**config.mk**
```make
export PLATFORM = sky130hd
export DESIGN_NAME = counter_monitor
export DESIGN_NICKNAME = d
export VERILOG_FILES = /design/src/rtl/counter_monitor_pkg.sv /design/src/rtl/counter_monitor_lfsr8.sv /design/src/rtl/counter_monitor.sv
export SDC_FILE = /design/constraint.sdc
export NUM_CORES = 1
export LEC_CHECK = 0
export ABC_CLOCK_PERIOD_IN_PS = 1900
export CORE_MARGIN = 2
export CORE_UTILIZATION = 40
export DETAILED_ROUTE_END_ITERATION = 8
export PLACE_DENSITY = 0.75
export SETUP_SLACK_MARGIN = 0.5
export SYNTH_ARGS = -nofsm -noshare
export SYNTH_HDL_FRONTEND = slang
export SYNTH_SLANG_ARGS = --single-unit
```
**constraint.sdc**
```tcl
create_clock -name clk -period 1.9 [get_ports clk]
set_input_delay 0.57 -clock clk [delete_from_list [all_inputs] [get_ports clk]]
set_output_delay 0.57 -clock clk [all_outputs]
set_load 0.005 [all_outputs]
```
**src/rtl/counter_monitor_pkg.sv**
```systemverilog
// rtl/counter_monitor_pkg.sv - shared types and constants for the counter monitor
// Holds the FSM state enum, the LFSR tap mask, the default seed and the LFSR step helper.
package counter_monitor_pkg;

  typedef enum logic [1:0] {
    ST_IDLE,
    ST_SYNC,
    ST_RUN,
    ST_DONE
  } state_t;

  // x^8+x^6+x^5+x^4+1 in a left-shifting Fibonacci register taps bits 7,5,4,3
  localparam logic [7:0] LFSR_TAPS    = 8'hB8;
  localparam logic [7:0] DEFAULT_SEED = 8'hA5;

  function automatic logic [7:0] lfsr_step(input logic [7:0] s);
    return {s[6:0], ^(s & LFSR_TAPS)};
  endfunction

  // An all-zero seed would lock the LFSR, so it is replaced by 1
  function automatic logic [7:0] legal_seed(input logic [7:0] s);
    return (s == 8'h00) ? 8'h01 : s;
  endfunction

endpackage

```
**src/rtl/counter_monitor_lfsr8.sv**
```systemverilog
// rtl/counter_monitor_lfsr8.sv - 8-bit Fibonacci LFSR used to randomise the counter enable
// Ports: clk, rst (sync, active high, loads seed), load (load seed),
//        advance (step once), seed[7:0], state[7:0] (current register value).
module lfsr8
  import counter_monitor_pkg::*;
(
  input  logic       clk,
  input  logic       rst,
  input  logic       load,
  input  logic       advance,
  input  logic [7:0] seed,
  output logic [7:0] state
);

  always_ff @(posedge clk) begin
    if (rst || load) begin
      state <= seed;
    end else if (advance) begin
      state <= lfsr_step(state);
    end
  end

endmodule

```
**src/rtl/counter_monitor.sv**
```systemverilog
// rtl/counter_monitor.sv - drives an 8-bit counter under test and checks its count sequence
// Ports: clk, rst (sync, active high), start (one-cycle run request),
//        rand_mode (sampled at start: 1 = LFSR enable pattern, 0 = enable held high),
//        cnt_in[7:0] (counter value), cnt_en (counter enable), busy, done (one-cycle pulse),
//        pass (last run had no errors), err_cnt[7:0] (saturating), first_bad[7:0].
module counter_monitor
  import counter_monitor_pkg::*;
#(
  parameter int         RUN_LEN = 16,
  parameter logic [7:0] SEED    = DEFAULT_SEED
) (
  input  logic       clk,
  input  logic       rst,
  input  logic       start,
  input  logic       rand_mode,
  input  logic [7:0] cnt_in,
  output logic       cnt_en,
  output logic       busy,
  output logic       done,
  output logic       pass,
  output logic [7:0] err_cnt,
  output logic [7:0] first_bad
);

  localparam logic [7:0] SEED_EFF    = legal_seed(SEED);
  localparam logic [7:0] LAST_SAMPLE = 8'(RUN_LEN - 1);

  state_t     state;
  logic       rand_mode_q;
  logic [7:0] exp_q;
  logic [7:0] sample_cnt;
  logic [7:0] lfsr;
  logic       mismatch;
  logic [7:0] err_next;
  logic       unused_lfsr_hi;

  lfsr8 u_lfsr (
    .clk     (clk),
    .rst     (rst),
    .load    ((state == ST_IDLE) && start),
    .advance (state == ST_RUN),
    .seed    (SEED_EFF),
    .state   (lfsr)
  );

  assign unused_lfsr_hi = ^lfsr[7:1];

  // Outputs decode only registered state, so they change only on clock edges
  assign cnt_en = (state == ST_RUN) && (rand_mode_q ? lfsr[0] : 1'b1);
  assign busy   = (state == ST_SYNC) || (state == ST_RUN);
  assign done   = (state == ST_DONE);

  assign mismatch = (cnt_in != exp_q);

  always_comb begin
    err_next = err_cnt;
    if (mismatch && (err_cnt != 8'hFF)) begin
      err_next = err_cnt + 8'd1;
    end
  end

  always_ff @(posedge clk) begin
    if (rst) begin
      state       <= ST_IDLE;
      rand_mode_q <= 1'b0;
      exp_q       <= 8'h00;
      sample_cnt  <= 8'h00;
      err_cnt     <= 8'h00;
      first_bad   <= 8'h00;
      pass        <= 1'b0;
    end else begin
      case (state)
        ST_IDLE: begin
          if (start) begin
            state       <= ST_SYNC;
            err_cnt     <= 8'h00;
            first_bad   <= 8'h00;
            pass        <= 1'b0;
            rand_mode_q <= rand_mode;
          end
        end
        ST_SYNC: begin
          // The counter is held this cycle, so its current value is the first expectation
          exp_q      <= cnt_in;
          sample_cnt <= 8'h00;
          state      <= ST_RUN;
        end
        ST_RUN: begin
          err_cnt <= err_next;
          // err_cnt is cleared at start, so zero here means no earlier mismatch in this run
          if (mismatch && (err_cnt == 8'h00)) begin
            first_bad <= cnt_in;
          end
          // Predict from the observed value so one bad sample does not cascade
          exp_q      <= cnt_in + {7'd0, cnt_en};
          sample_cnt <= sample_cnt + 8'd1;
          if (sample_cnt == LAST_SAMPLE) begin
            state <= ST_DONE;
            // Uses the updated count so pass is valid alongside done
            pass  <= (err_next == 8'h00);
          end
        end
        ST_DONE: begin
          state <= ST_IDLE;
        end
        default: begin
          state <= ST_IDLE;
        end
      endcase
    end
  end

endmodule

```
Yosys cells after proc, flatten, opt, wreduce, memory -nomap -nowiden. Cells that the tools add are included.

Input bits: 12. Output and inout port bits: 20. Register bits after elaboration: 44.

Reduce and logical (&&, ||, !) cells: 17. Equality and inequality tests: 9. Add/sub/neg operators: 3. Mux-type cells: 14.

Operators by type and width (number): $pmux 8 s2 (4); $mux 8 (3); $add 8x1->8 const B (2); $logic_not 8->1 (2); $add 8x1->8 (1); $eq 8x4->1 const B (1); $ne 8x8->1 (1); $ne 8x8->1 const B (1); $pmux 2 s4 (1); $reduce_xor 8->1 (1); $ne 2x2->1 const B (3); $reduce_and 2->1 (3); $reduce_and 3->1 (2); $eq 2x2->1 const B (2); $logic_and 1x1->1 (4); $mux 2 (2); $reduce_bool 2->1 (2); $mux 1 (3); $eq 2x1->1 const B (1); $logic_not 2->1 (1); $logic_or 1x1->1 (2); $pmux 1 s2 (1).

Longest topological paths before layout.
Word-level depth: 6. Depth in mapped cells: 11.

By module. Synthesis repeated with hierarchy kept, for this count alone.

Cell total of the unflattened synthesis: 271. Area total of the unflattened synthesis: 2506.2 um^2.

Modules (own cells, without submodules): counter_monitor (instances 1, seq. area each 720.7 um^2, area each 2134.5 um^2, cells an instance 249); lfsr8 (instances 1, seq. area each 240.2 um^2, area each 371.6 um^2, cells an instance 22).

Worst setup path before layout. No wires, ideal clock.

Path type: flip-flop to flip-flop. Start point: reg state[0]. End point: reg exp_q[6]. Stages on the path, launching flop included: 11. Path buffers: 1. Library setup time: 0.091 ns. Setup slack: -0.148 ns. Arrival: 1.957 ns. Cells stage by stage: dfxtp_1 inv_1 ha_1 clkbuf_8 inv_1 a21oi_1 ha_1 ha_1 nand3_1 or3_1 a311oi_1.

Longest elaborated chain between the ends: 4. Elaborated cells on any way between the ends: 6.

Ends and longest elaborated chain: start: declaration (line counter_monitor.sv:28) `state_t state;`; start signal: assignment (line counter_monitor.sv:64) `state <= ST_IDLE;`; start signal: assignment (line counter_monitor.sv:75) `state <= ST_SYNC;`; start signal: assignment (line counter_monitor.sv:86) `state <= ST_RUN;`; $eq 2x2->1 (line counter_monitor.sv:49) `assign cnt_en = (state == ST_RUN) && (rand_mode_q ? lfsr[0] : 1'b1);`; $logic_and 1x1->1 (line counter_monitor.sv:49); net cnt_en (line counter_monitor.sv:17) `output logic cnt_en,`; $add 8x1->8 (line counter_monitor.sv:95) `exp_q <= cnt_in + {7'd0, cnt_en};`; $pmux 8 s2 (line counter_monitor.sv:72) `case (state)`; end signal: assignment (line counter_monitor.sv:84) `exp_q <= cnt_in;`; end signal: assignment (line counter_monitor.sv:95); end: declaration (line counter_monitor.sv:30) `logic [7:0] exp_q;`.

The timed path passes the listed nets, and every way through them passes these cells. A chain may end at the register's enable or synchronous reset.

Worst setup path in the final report.
Start point: in cnt_in[0]. End point: reg pass.

Longest elaborated chain between the ends: 6.

Ends and longest elaborated chain: start: declaration (line counter_monitor.sv:16) `input logic [7:0] cnt_in,`; $ne 8x8->1 (line counter_monitor.sv:53) `assign mismatch = (cnt_in != exp_q);`; $logic_and 1x1->1 (line counter_monitor.sv:57) `if (mismatch && (err_cnt != 8'hFF)) begin`; $mux 8 (line counter_monitor.sv:57); $logic_not 8->1 (line counter_monitor.sv:100) `pass <= (err_next == 8'h00);`; $mux 1 (line counter_monitor.sv:97) `if (sample_cnt == LAST_SAMPLE) begin`; $pmux 1 s2 (line counter_monitor.sv:72); end signal: assignment (line counter_monitor.sv:100); end: declaration (line counter_monitor.sv:20) `output logic pass,`.

Every way passes these cells. The select of a mux whose other input is x is not followed.

==> flow_summary.json <==
{
  "run_status": "complete, but fails checks",
  "violations": "setup timing",
  "layout.filler_cells": 361,
  "post_route_cells_drive_above_1_share": 0.621,
  "dieWidth_um": 80.4,
  "cts_hold_repair.buffers": 0,
  "path_class": "primary input to flip-flop",
  "critical_path.endpoint": "pass",
  "worst_r2r_path_depth": 9,
  "worst-endpoint-required_ns": 2.15,
  "num_cts_buffers": 5,
  "endpoint_class_of_the_critical_path": "flip-flop",
  "static-leakage-power_uw": 0.00153,
  "ctsLongestPathBuffers": 2,
  "starting_density": 0.419,
  "first_global_vias": 2395,
  "r2r_end": "pass",
  "max_slew_headroom": 0.716,
  "synthDominantCellAreaShare": 0.377,
  "synth_warnings": 0,
  "regToRegSetupSlack_ns": 0.04,
  "hp-class": "flip-flop to flip-flop",
  "clk_latency_ns": 0.32,
  "viasPerCell": 5.61,
  "postSynthCellCount": 266,
  "gpl.final_weighted_congestion": 0.863,
  "dr_total_vias": 2489,
  "detail_route.first_pass.iterations": 4,
  "reg2reg_from": "exp_q[0]",
  "number_of_design_rule_violations_left_by_the_first_detailed_router_iteration": 177,
  "dominantRegCellSynth": "sky130_fd_sc_hd__dfxtp_1",
  "place_ws_ns": -0.703,
  "synth.lib_cells_used.distinct": 48,
  "grtUsageTotal": 0.226,
  "drv.max_cap_violation_count": 0,
  "cts_num_sinks": 44,
  "net_count_after_synthesis": 286,
  "ant_nets": 0,
  "grt_setup_unrepaired": "true",
  "asyncSetResetFlopFracSynth": 0,
  "fp.coreArea_mm2": 0.00557,
  "cp.arrival_ns": 2.17,
  "layout.cell_area.non_filler_mm2": 0.00408,
  "crit_path_max_fanout": 7,
  "grt_first_pass_wirelength_um": 11400,
  "synthesis.area_mm2": 0.00233,
  "holdWs_ns": 0.476,
  "synth_enable_flop_cells": 0,
  "io_pins": 32,
  "root_buffer": "sky130_fd_sc_hd__clkbuf_8",
  "remaining_drc_errors": 0,
  "hpwl_after_dpl_um": 3930,
  "synth-seq-cells": 44,
  "die-area_mm2": 0.00646,
  "timing.fmax_mhz": 521,
  "fin_skew_ns": 0.0116,
  "worst_pin_slew_ns": 0.423,
  "power.ir.vdd_worst_mv": 0.650,
  "timing.hold.worst.start": "u_lfsr.state[2]",
  "std_cell_rows": 27,
  "clock_tree_from_tritoncts": "built",
  "setup_slack_after_layout_ns": -0.0201,
  "die_y_um": 80.4,
  "timing.final.crit_share": 1.01,
  "routed_wl_um": 8460,
  "fin_nets": 391,
  "report.final.setup_viol": 1,
  "antenna_violations_before_repair": 0,
  "power.density_mw_per_mm2": 1250,
  "report.final.hold_viol_count": 0,
  "htreeDepth": 2,
  "placement_stage_cell_area_mm2": 0.00306,
  "critPathLaunchType": "primary input",
  "syn_avg_cell_area_um2": 8.78,
  "grt_start_max_net_pins": 22,
  "cells_taking_the_most_area_after_synthesis": "sky130_fd_sc_hd__dfxtp_1 38%, sky130_fd_sc_hd__xor2_1 6.4%, sky130_fd_sc_hd__a21oi_1 4.3%, sky130_fd_sc_hd__ha_1 4.3%, sky130_fd_sc_hd__mux2i_1 4.3%",
  "overflow": 0,
  "synth_largest_area_cell": "sky130_fd_sc_hd__dfxtp_1",
  "routed_wire_length_per_instance_um": 19.0,
  "antenna_diode_instance_count": 0,
  "port_buffers": 31,
  "cp-startpoint": "cnt_in[0]",
  "synth_sequential_area_ratio": 0.377,
  "fin_crit_ns": 1.92,
  "path_clk_slew_ns": 0.10,
  "area_growth_syn_to_layout_pct": 74.7,
  "slew_violations": 0
}
[layer usage]
| metal | track usage | vias to the layer above | wire length, um |
|---|---|---|---|
| li1 | - | 1165 | - |
| met1 | 0.279 | 1211 | 3330 |
| met2 | 0.393 | 93 | 4420 |
| met3 | 0.0483 | 20 | 525 |
| met4 | 0.0695 | 0 | 178 |
| met5 | 0 | - | 0 |
[timing repair]
| item | 4_1_cts | 5_1_grt |
|---|---|---|
| endpoints found under the setup margin | 60 | 52 |
| gates resized for setup | 202 | 72 |
| cloned | 2 | 2 |
| setup buffers | 35 | 6 |
| pin swaps | 46 | 29 |
[critical path, stage by stage]
cell and delay (ns):
sky130_fd_sc_hd__buf_2 0.12, sky130_fd_sc_hd__xor2_1 0.17, sky130_fd_sc_hd__nor4_2 0.30, sky130_fd_sc_hd__buf_4 0.18
sky130_fd_sc_hd__a32oi_4 0.09, sky130_fd_sc_hd__buf_6 0.16, sky130_fd_sc_hd__buf_6 0.10, sky130_fd_sc_hd__nor3_1 0.19
sky130_fd_sc_hd__o22ai_1 0.15, sky130_fd_sc_hd__o22ai_2 0.12
[per-stage QoR]
stage | TNS [ns] | power, uW | util | instances
floorplan | 0 | 2360 | - | 266
global placement | -10.33 | 2770 | 0.549 | 391
detailed placement | -11.36 | 2810 | 0.549 | 391
CTS | 0 | 4290 | 0.657 | 436
global route | -0.0992 | 5290 | 0.732 | 444
finish | -0.0201 | 5100 | 0.732 | 444
[state kept, by name (all words and copies together) (netlist names)]
signal / count
first_bad: 8
exp_q: 8
rand_mode_q: 1
u_lfsr.state: 8
state: 2
pass: 1
err_cnt: 8
sample_cnt: 8
[report_power, final]
| group | switching, uW | leakage, uW | internal [uW] | total [uW] |
|---|---|---|---|---|
| clock | 384 | 0.0000548 | 397 | 781 |
| sequential | 142 | 0.000373 | 1100 | 1240 |
| combinational | 1470 | 0.00110 | 1600 | 3070 |
| total | 1990 | 0.00153 | 3100 | 5100 |
[logic make-up after synthesis]
family                     Yosys count  synth area share
and+or+nand+nor                    103             0.235
AOI/OAI and AO/OA                   61             0.173
DFF                                 44             0.377
muxes                               10            0.0429
adders and majority gates            8            0.0429
buffers and inverters               20            0.0536
xor gates and xnor gates            20            0.0750
[worst min-delay path by stage]
| stage | slack, ns | cells after the start | endpoint |
|---|---|---|---|
| floorplan | 0.44 | 2 | u_lfsr.state[2] |
| finish | 0.48 | 2 | u_lfsr.state[2] |
| detailed placement | 0.46 | 2 | first_bad[0] |
| global route | 0.49 | 2 | first_bad[4] |
| global placement | 0.46 | 2 | u_lfsr.state[7] |
| CTS | 0.47 | 2 | first_bad[0] |
[cell usage in the layout, fill, tap and decap left out, types with 3 or more instances in the layout]
cell	n
sky130_fd_sc_hd__a211oi_1	5
sky130_fd_sc_hd__a211oi_2	4
sky130_fd_sc_hd__a21oi_1	6
sky130_fd_sc_hd__a21oi_2	13
sky130_fd_sc_hd__a31oi_1	3
sky130_fd_sc_hd__buf_2	17
sky130_fd_sc_hd__buf_4	50
sky130_fd_sc_hd__buf_6	33
sky130_fd_sc_hd__clkbuf_8	5
sky130_fd_sc_hd__dfxtp_1	14
sky130_fd_sc_hd__dfxtp_2	22
sky130_fd_sc_hd__dfxtp_4	8
sky130_fd_sc_hd__ha_4	6
sky130_fd_sc_hd__inv_1	4
sky130_fd_sc_hd__inv_6	3
sky130_fd_sc_hd__mux2i_1	10
sky130_fd_sc_hd__nand2_1	13
sky130_fd_sc_hd__nand2_2	4
sky130_fd_sc_hd__nand2b_1	3
sky130_fd_sc_hd__nand2b_4	7
sky130_fd_sc_hd__nand3_1	4
sky130_fd_sc_hd__nand3_2	9
sky130_fd_sc_hd__nand4_1	8
sky130_fd_sc_hd__nor2_1	23
sky130_fd_sc_hd__nor2_4	3
sky130_fd_sc_hd__nor3_1	3
sky130_fd_sc_hd__o21ai_0	3
sky130_fd_sc_hd__o21ai_1	4
sky130_fd_sc_hd__or3_1	5
sky130_fd_sc_hd__xor2_1	10
sky130_fd_sc_hd__xor2_2	4
sky130_fd_sc_hd__xor2_4	3
[Yosys cell counts (7+ instances only)]
master / count
sky130_fd_sc_hd__a211oi_1: 9
sky130_fd_sc_hd__nand3_1: 14
sky130_fd_sc_hd__mux2i_1: 10
sky130_fd_sc_hd__a21oi_1: 20
sky130_fd_sc_hd__nand2b_1: 10
sky130_fd_sc_hd__xor2_1: 17
sky130_fd_sc_hd__ha_1: 8
sky130_fd_sc_hd__nand2_1: 20
sky130_fd_sc_hd__nand4_1: 8
sky130_fd_sc_hd__o21ai_0: 8
sky130_fd_sc_hd__inv_1: 7
sky130_fd_sc_hd__nor2_1: 26
sky130_fd_sc_hd__dfxtp_1: 44
[cell type report]
type / instances / area, um2 / share of cell area
Multi-Input combinational cell: 203 / 1890 / 0.463
Timing Repair Buffer: 110 / 1010 / 0.247
Sequential cell: 44 / 938 / 0.230
Tap cell: 72 / 90.1 / 0.0221
Clock buffer: 5 / 68.8 / 0.0169
Clock inverter: 3 / 46.3 / 0.0114
Inverter: 7 / 38.8 / 0.00951
No activity file was read; power rests on OpenSTA's default activity.
